File: config.mk
export PLATFORM = sky130hd
export DESIGN_NAME = mem_port_arbiter
export DESIGN_NICKNAME = d
export VERILOG_FILES = /design/src/rtl/mem_port_arbiter.sv
export SDC_FILE = /design/constraint.sdc
export NUM_CORES = 1
export LEC_CHECK = 0
export CORE_AREA = 5 5 161 163
export DETAILED_ROUTE_END_ITERATION = 12
export DIE_AREA = 0 0 166 168
export SLEW_MARGIN = 20
export SYNTH_ARGS = -nofsm -noshare
export SYNTH_HDL_FRONTEND = slang
export SYNTH_SLANG_ARGS = --single-unit
export TNS_END_PERCENT = 5
File: constraint.sdc
create_clock -name clk -period 1.9 [get_ports clk]
set_input_delay 0.38 -clock clk [delete_from_list [all_inputs] [get_ports clk]]
set_output_delay 0.38 -clock clk [all_outputs]
set_load 0.1 [all_outputs]
File: src/rtl/mem_port_arbiter.sv
// mem_port_arbiter
// Shares the single memory port between the instruction-fetch requester and
// the data (load/store) requester. Only one transaction is in flight at a
// time. Ties are broken round-robin. The memory latency is a fixed count, and
// each transaction ends with a one-cycle rvalid pulse to the requester that
// owns it.
module mem_port_arbiter #(
  parameter int ADDR_W  = 32,
  parameter int DATA_W  = 64,
  parameter int MEM_LAT = 2
) (
  input  logic              clk,
  input  logic              reset,
  input  logic              i_req,
  input  logic [ADDR_W-1:0] i_addr,
  output logic              i_gnt,
  output logic              i_rvalid,
  output logic [DATA_W-1:0] i_rdata,
  input  logic              d_req,
  input  logic              d_we,
  input  logic [ADDR_W-1:0] d_addr,
  input  logic [DATA_W-1:0] d_wdata,
  output logic              d_gnt,
  output logic              d_rvalid,
  output logic [DATA_W-1:0] d_rdata,
  output logic              mem_en,
  output logic              mem_we,
  output logic [ADDR_W-1:0] mem_addr,
  output logic [DATA_W-1:0] mem_wdata,
  input  logic [DATA_W-1:0] mem_rdata,
  output logic              busy
);

  localparam int CNT_W = $clog2(MEM_LAT + 1);

  typedef enum logic [1:0] {IDLE, WAIT, RESP} state_t;

  state_t           state, state_next;
  logic [CNT_W-1:0] cnt, cnt_next;
  logic             owner_d;   // 1 = data requester owns the transaction in flight
  logic             owner_we;  // transaction in flight is a store
  logic             last_d;    // 1 = data side won the most recent grant
  logic             grant_i, grant_d;
  logic             capture;

  // Arbitration happens only in IDLE. A lone requester wins. On a tie, the
  // side that was not granted last wins. The reset term keeps grants low
  // while reset is held.
  always_comb begin
    // NOTE: every signal written here gets a default first, so no path leaves
    // a value unassigned and no latch is inferred.
    grant_i = 1'b0;
    grant_d = 1'b0;
    if (state == IDLE && reset) begin
      if (i_req && d_req) begin
        grant_i = last_d;
        grant_d = ~last_d;
      end else begin
        grant_i = i_req;
        grant_d = d_req;
      end
    end
  end

  // Route the winner onto the memory port. The port reads as all zeros when idle.
  always_comb begin
    mem_en    = grant_i | grant_d;
    mem_we    = grant_d & d_we;
    mem_addr  = '0;
    mem_wdata = '0;
    if (grant_d) begin
      mem_addr  = d_addr;
      mem_wdata = d_wdata;
    end else if (grant_i) begin
      mem_addr  = i_addr;
    end
  end

  // Next-state logic: grant -> count the memory latency -> respond -> idle.
  always_comb begin
    state_next = state;
    cnt_next   = cnt;
    unique case (state)
      IDLE: begin
        if (grant_i || grant_d) begin
          state_next = WAIT;
          cnt_next   = CNT_W'(MEM_LAT);
        end
      end
      WAIT: begin
        cnt_next = cnt - CNT_W'(1);
        if (cnt == CNT_W'(1)) state_next = RESP;
      end
      RESP:    state_next = IDLE;
      default: state_next = IDLE;
    endcase
  end

  // Read data is valid on the last WAIT cycle. Stores return no data.
  assign capture = (state == WAIT) && (cnt == CNT_W'(1)) && !(owner_d && owner_we);

  // State and latency counter registers.
  always_ff @(posedge clk or negedge reset) begin
    // NOTE: sequential state uses non-blocking assignments, so every flop
    // samples the values present before the clock edge.
    if (!reset) begin
      state <= IDLE;
      cnt   <= '0;
    end else begin
      state <= state_next;
      cnt   <= cnt_next;
    end
  end

  // Record the owner of the transaction and the round-robin history on each grant.
  always_ff @(posedge clk or negedge reset) begin
    if (!reset) begin
      owner_d  <= 1'b0;
      owner_we <= 1'b0;
      last_d   <= 1'b1;
    end else if (grant_i || grant_d) begin
      owner_d  <= grant_d;
      owner_we <= grant_d & d_we;
      last_d   <= grant_d;
    end
  end

  // Capture read data into the owner's register. It holds until the next capture.
  always_ff @(posedge clk or negedge reset) begin
    if (!reset) begin
      i_rdata <= '0;
      d_rdata <= '0;
    end else if (capture) begin
      if (owner_d) d_rdata <= mem_rdata;
      else         i_rdata <= mem_rdata;
    end
  end

  assign i_gnt    = grant_i;
  assign d_gnt    = grant_d;
  assign i_rvalid = (state == RESP) && !owner_d;
  assign d_rvalid = (state == RESP) && owner_d;
  assign busy     = (state != IDLE);

endmodule

==> impl_metrics.toml, run 1 <==
[grt]
grt_overflow = 0
antenna_found_initial = 5
grt_pass1_wl_um = 36940
grt_pass1_vias = 5467
grtUsageTotal_pct = 17.96
grt_max_degree = 75

[floorplanning]
die_area_um2 = 27890
die_h_um = 168
initial_core_util_pct = 24.26
chipWidth_um = 166
core_area_um2 = 24180
io_pins = 428
rows = 57

[sta]
skew_ns = 0.01052
rsz0062_at_grt = "true"
slew_headroom_pct = 36.19
fin_ws_ns = -0.4802
finalCritPeriodShare_pct = 125.3
finalHoldViolations = 0
setup_viol = 100
maxSlewViolCount = 0
tightest_slew_ns = 0.9571
timing.fmax_ghz = 0.4201
min_period_ns = 2.380

[routing]
drt-initial-drc-count = 193
drtPass1Iterations = 4
drt_wl_total_um = 25960
vias = 5052
routedWlPerCell_um = 21.79
final_antenna_net_count = 0
drc = 0
vias_per_cell = 4.242

[logic_synthesis]
syn_area_um2 = 5866
synth_nets = 614
yosys_warnings = 0
ys_seq_elements = 135
synth_cell_types = 23
synth.avg_cell_area_um2 = 14.10
synthCells = 416
yosysSeqAreaShare_pct = 57.62

[worst_setup_path]
crit_path_start_kind = "flip-flop"
critPathKind = "flip-flop to output pin"
end_kind = "output pin"
crit_required_ns = 1.52
cp_max_fo = 14
arrival_ns = 2.00
rrSetupSlack_ns = 0.10

[cts]
path_clk_slew_ns = 0.06
cts_buffer_depth = 2
cts_sinks = 135
root_buffer = "clkbuf_16"
h-tree-depth = 4
cts_buffers = 17
insertion_delay_ns = 0.41
cts_tree = "done"

[outcome]
status = "complete, but fails checks"
violations = "setup timing"

[place]
globalplace.congestion = 0.8841
port_buffers = 427
dp_hpwl_um = 21460
dpl_cell_area_um2 = 11600

[job]
drv_cap = 0

[finish]
multiInputGateArea_um2 = 2630
ff_latch_area_um2 = 3379
postLayoutCellArea_um2 = 12310
area_growth_pct = 109.9
nFillCells = 2105
drive_gt1_share_pct = 58.13
n_antenna_cell = 0
nets = 1052

[min_path]
hp-class = "input port to asynchronous set/reset pin"
layer usage:
metal | vias to the layer above | track usage (%) | routed length [um]
li1 | 2340 | - | -
met1 | 2439 | 16.88 | 8270
met2 | 233 | 35.26 | 14830
met3 | 30 | 7.855 | 2370
met4 | 10 | 4.842 | 428
met5 | - | 0 | 53
cells in the final DEF (no fill, tap or decap), drive strengths merged, types with 3 or more instances in the layout:
master	n
buf	250
clkdlybuf4s50	195
dfrtp	134
mux2	128
and2	65
a22o	33
clkbuf	19
inv	10
clkinv	4
nand2	3
clkinvlp	3
nor3b	3
logic make-up (layout without fill, tap and decap cells):
logic type	after synthesis	after routing	share of synthesized area, %
flip-flops	135	135	57.62
buffers and inverters	33	484	3.178
multiplexers	128	128	24.57
AND/OR/NAND/NOR	80	80	8.810
AO/OA/AOI/OAI	39	39	5.610
adder cells (fa/ha/maj)	1	1	0.2133
through the flow:
step | setup slack (ns) | hold slack [ns] | util (%) | std cells | setup TNS (ns)
6_report | -0.4802 | 0.4372 | 50.92 | 1191 | -43.12
2_1_floorplan | -0.2329 | 0.08441 | - | 416 | -19.27
4_1_cts | -0.5249 | 0.4198 | 50.87 | 1193 | -47.80
5_1_grt | -0.6098 | 0.4368 | 50.92 | 1191 | -55.73
3_3_place_gp | -0.2670 | 0.3268 | 48.00 | 1157 | -20.76
3_5_place_dp | -0.2804 | 0.3289 | 48.00 | 1157 | -22.99
critical path: stages (launching register included):
cell	delay, ns
dfrtp_1	0.39
nor3b_2	0.20
buf_4	0.15
and3_4	0.25
buf_6	0.21
a22o_2	0.21
buf_12	0.18
flip-flops by register name (all words and copies together) (netlist names):
| signal | flops |
|---|---|
| cnt | 2 |
| d_rdata | 64 |
| i_rdata | 64 |
| last_d | 1 |
| owner_d | 1 |
| owner_we | 1 |
| state | 2 |
area by class of cell:
class                   count  area share (%)
multi-input cells         248           21.36
inverters                   6          0.1829
flip-flops and latches    135           27.45
clock buffers              19           3.679
clock inverters            13           1.169
repair buffers            446           42.86
well taps                 324           3.293
Yosys cell counts:
| cell | number | share of area, % |
|---|---|---|
| dfrtp_1 | 134 | 57 |
| mux2_2 | 113 | 22 |
| and2_1 | 65 | 6.9 |
| a22o_1 | 33 | 4.9 |
| mux2_1 | 15 | 2.9 |
| buf_2 | 14 | 1.2 |
| clkbuf_1 | 7 | 0.45 |
| buf_6 | 6 | 1.2 |
| inv_1 | 6 | 0.38 |
| nand2_1 | 3 | 0.19 |
| nor3b_1 | 3 | 0.38 |
| and3_1 | 2 | 0.21 |
| nand2b_1 | 2 | 0.21 |
| o21ai_0 | 2 | 0.17 |
| o21bai_1 | 2 | 0.26 |
| or2_2 | 2 | 0.21 |
| a22oi_1 | 1 | 0.13 |
| dfstp_2 | 1 | 0.45 |
| ha_1 | 1 | 0.21 |
| nand3b_2 | 1 | 0.19 |
| nor2_4 | 1 | 0.19 |
| nor3_4 | 1 | 0.28 |
| o211ai_1 | 1 | 0.13 |
path summary, 6_finish.rpt:
kind / from / endpoint / cells past startpoint
max: state[1]$_DFFE_PN0P_ / mem_addr[8] / 6
min: reset / d_rdata[15]$_DFFE_PN0P_ / 3
max reg2reg: state[1]$_DFFE_PN0P_ / d_rdata[45]$_DFFE_PN0P_ / 5
min reg2reg: last_d$_DFFE_PN1P_ / last_d$_DFFE_PN1P_ / 2
max in group asynchronous: reset / d_rdata[58]$_DFFE_PN0P_ / 4
min in group clk: last_d$_DFFE_PN1P_ / last_d$_DFFE_PN1P_ / 2
what timing repair did:
| action | 4_1_cts | 5_1_grt |
|---|---|---|
| endpoints found under the hold margin | 8 | 0 |
| gates cloned | 1 | 0 |
| setup buffers | 2 | 0 |
| pin swaps | 25 | 1 |
| resized for setup | 6 | 10 |
| setup endpoints to repair | 101 | 142 |
| hold buffers | 1 | 0 |
Power of run 1 is not shown: default switching activity piles up to over one toggle a cycle in this logic, so the estimate is an artifact.
==> inputs of run 2 (changes only) <==
--- a/config.mk
+++ b/config.mk
@@ -6,6 +6,7 @@
 export NUM_CORES = 1
 export LEC_CHECK = 0
 export CORE_AREA = 5 5 161 163
+export CTS_CLUSTER_SIZE = 30
 export DETAILED_ROUTE_END_ITERATION = 12
 export DIE_AREA = 0 0 166 168
 export SLEW_MARGIN = 20
==> results of run 2 <==
Final layout, timing and power as in run 1 (identical DEF).
Power of run 2 is left out for the same reason.
==> inputs of run 3 (changes only) <==
--- a/config.mk
+++ b/config.mk
@@ -5,10 +5,11 @@
 export SDC_FILE = /design/constraint.sdc
 export NUM_CORES = 1
 export LEC_CHECK = 0
-export CORE_AREA = 5 5 161 163
+export CORE_AREA = 3 3 164 166
 export CTS_CLUSTER_SIZE = 30
 export DETAILED_ROUTE_END_ITERATION = 12
-export DIE_AREA = 0 0 166 168
+export DIE_AREA = 0 0 167 169
+export GPL_ROUTABILITY_DRIVEN = 0
 export SLEW_MARGIN = 20
 export SYNTH_ARGS = -nofsm -noshare
 export SYNTH_HDL_FRONTEND = slang
==> run 3 against run 2 <==
  * The flow still finishes with violations (setup timing)
  * Die area up 1.2%
  * Maximum frequency up 0.52%
  * Clock-buffer cell count up 2
  * Clock skew about the same
==> impl_metrics.toml, run 3 (synthesized netlist as in run 1, its figures left out) <==
[sta]
finalCritPeriodShare_pct = 124.6
tightest_slew_ns = 0.6137
skew_ns = 0.01083
min_period_ns = 2.368
setup_viol = 100
slew_headroom_pct = 59.09
maxSlewViolCount = 0
timing.fmax_ghz = 0.4223
rsz0062_at_grt = "true"
finalHoldViolations = 0
fin_ws_ns = -0.4680

[grt]
grtUsageTotal_pct = 16.25
grt_max_degree = 49
grt_overflow = 0
grt_pass1_vias = 5452
antenna_found_initial = 4
grt_pass1_wl_um = 34440

[worst_setup_path]
critPathKind = "flip-flop to output pin"
cp_max_fo = 34
crit_required_ns = 1.52
rrSetupSlack_ns = 0.14
rr_worst_depth = 6
end_kind = "output pin"
arrival_ns = 1.99
crit_path_start_kind = "flip-flop"

[place]
dpl_worst_slack_ns = -0.2589
port_buffers = 427
dpl_cell_area_um2 = 11680
dp_hpwl_um = 19370

[floorplanning]
core_area_um2 = 25760
die_area_um2 = 28220
io_pins = 428
die_h_um = 169
initial_core_util_pct = 22.77
chipWidth_um = 167
rows = 59

[routing]
drc = 0
final_antenna_net_count = 0
drtPass1Iterations = 4
drt-initial-drc-count = 232
drt_wl_total_um = 23660
routedWlPerCell_um = 19.67
vias_per_cell = 4.268
vias = 5134

[cts]
root_buffer = "clkbuf_16"
path_clk_slew_ns = 0.06
cts_buffers = 17
cts_tree = "done"
cts_buffer_depth = 2
h-tree-depth = 4
cts_sinks = 135
insertion_delay_ns = 0.41

[finish]
mostFrequentLayoutCell = "clkdlybuf4s50_1"
drive_gt1_share_pct = 57.97
reg.largest.list = "d_rdata x64, i_rdata x64"
nFillCells = 2352
final_cell_mix = "195 x clkdlybuf4s50_1, 134 x dfrtp_1, 131 x buf_4"
postLayoutCellArea_um2 = 12320
area_growth_pct = 110.0
nets = 1052

[outcome]
violations = "setup timing"
status = "complete, but fails checks"

[job]
drv_cap = 0

[min_path]
hp-class = "input port to asynchronous set/reset pin"
[run 3: worst paths after layout]
| path | from | to |
|---|---|---|
| hold reg to reg | i_rdata[63]$_DFFE_PN0P_ | i_rdata[63]$_DFFE_PN0P_ |
| setup reg to reg | cnt[1]$_DFFE_PN0P_ | d_rdata[51]$_DFFE_PN0P_ |
| setup / recovery | state[1]$_DFFE_PN0P_ | mem_addr[4] |
| max in group asynchronous | reset | d_rdata[60]$_DFFE_PN0P_ |
| hold / removal | reset | d_rdata[17]$_DFFE_PN0P_ |
| min in group clk | i_rdata[63]$_DFFE_PN0P_ | i_rdata[63]$_DFFE_PN0P_ |
[run 3: area by class of cell]
cell class / count / area (um2) / share of cell area [%]
diodes: 2 / 5.005 / 0.04063
repair buffers: 446 / 5320 / 43.19
clock inverters: 10 / 120.1 / 0.9752
inverters: 6 / 22.52 / 0.1829
well taps: 335 / 419.2 / 3.403
clock buffers: 21 / 470.5 / 3.820
multi-input cells: 248 / 2580 / 20.95
flip-flops and latches: 135 / 3379 / 27.44
[run 3: what timing repair did]
item                                    CTS  global route
hold buffers                              0             0
endpoints found under the setup margin  100           148
gates cloned                              1             0
gates resized for setup                  15             4
pin swaps                                32             2
setup buffers                             2             0
[run 3: critical path: stages (launching register included)]
cell and delay, ns:
dfrtp_1 0.39, nor3b_2 0.20, buf_4 0.15, and3_4 0.25, buf_12 0.19, a22o_2 0.20
buf_12 0.17
[run 3: per-layer routing]
layer | global-route usage, % | routed length, um
met5 | 0 | 34
met1 | 15.33 | 7605
met2 | 30.68 | 13040
met4 | 5.846 | 602
met3 | 7.637 | 2385
[run 3: metrics by stage]
step | TNS, ns | instances | hold WS, ns | utilization, %
2_1_floorplan | -19.27 | 416 | 0.08441 | -
3_3_place_gp | -21.06 | 1169 | 0.4710 | 45.32
3_5_place_dp | -19.35 | 1169 | 0.4751 | 45.32
4_1_cts | -46.76 | 1203 | 0.08325 | 47.92
5_1_grt | -51.00 | 1202 | 0.1093 | 47.80
6_report | -42.36 | 1203 | 0.06839 | 47.81
Power of run 3 is left out for the same reason.
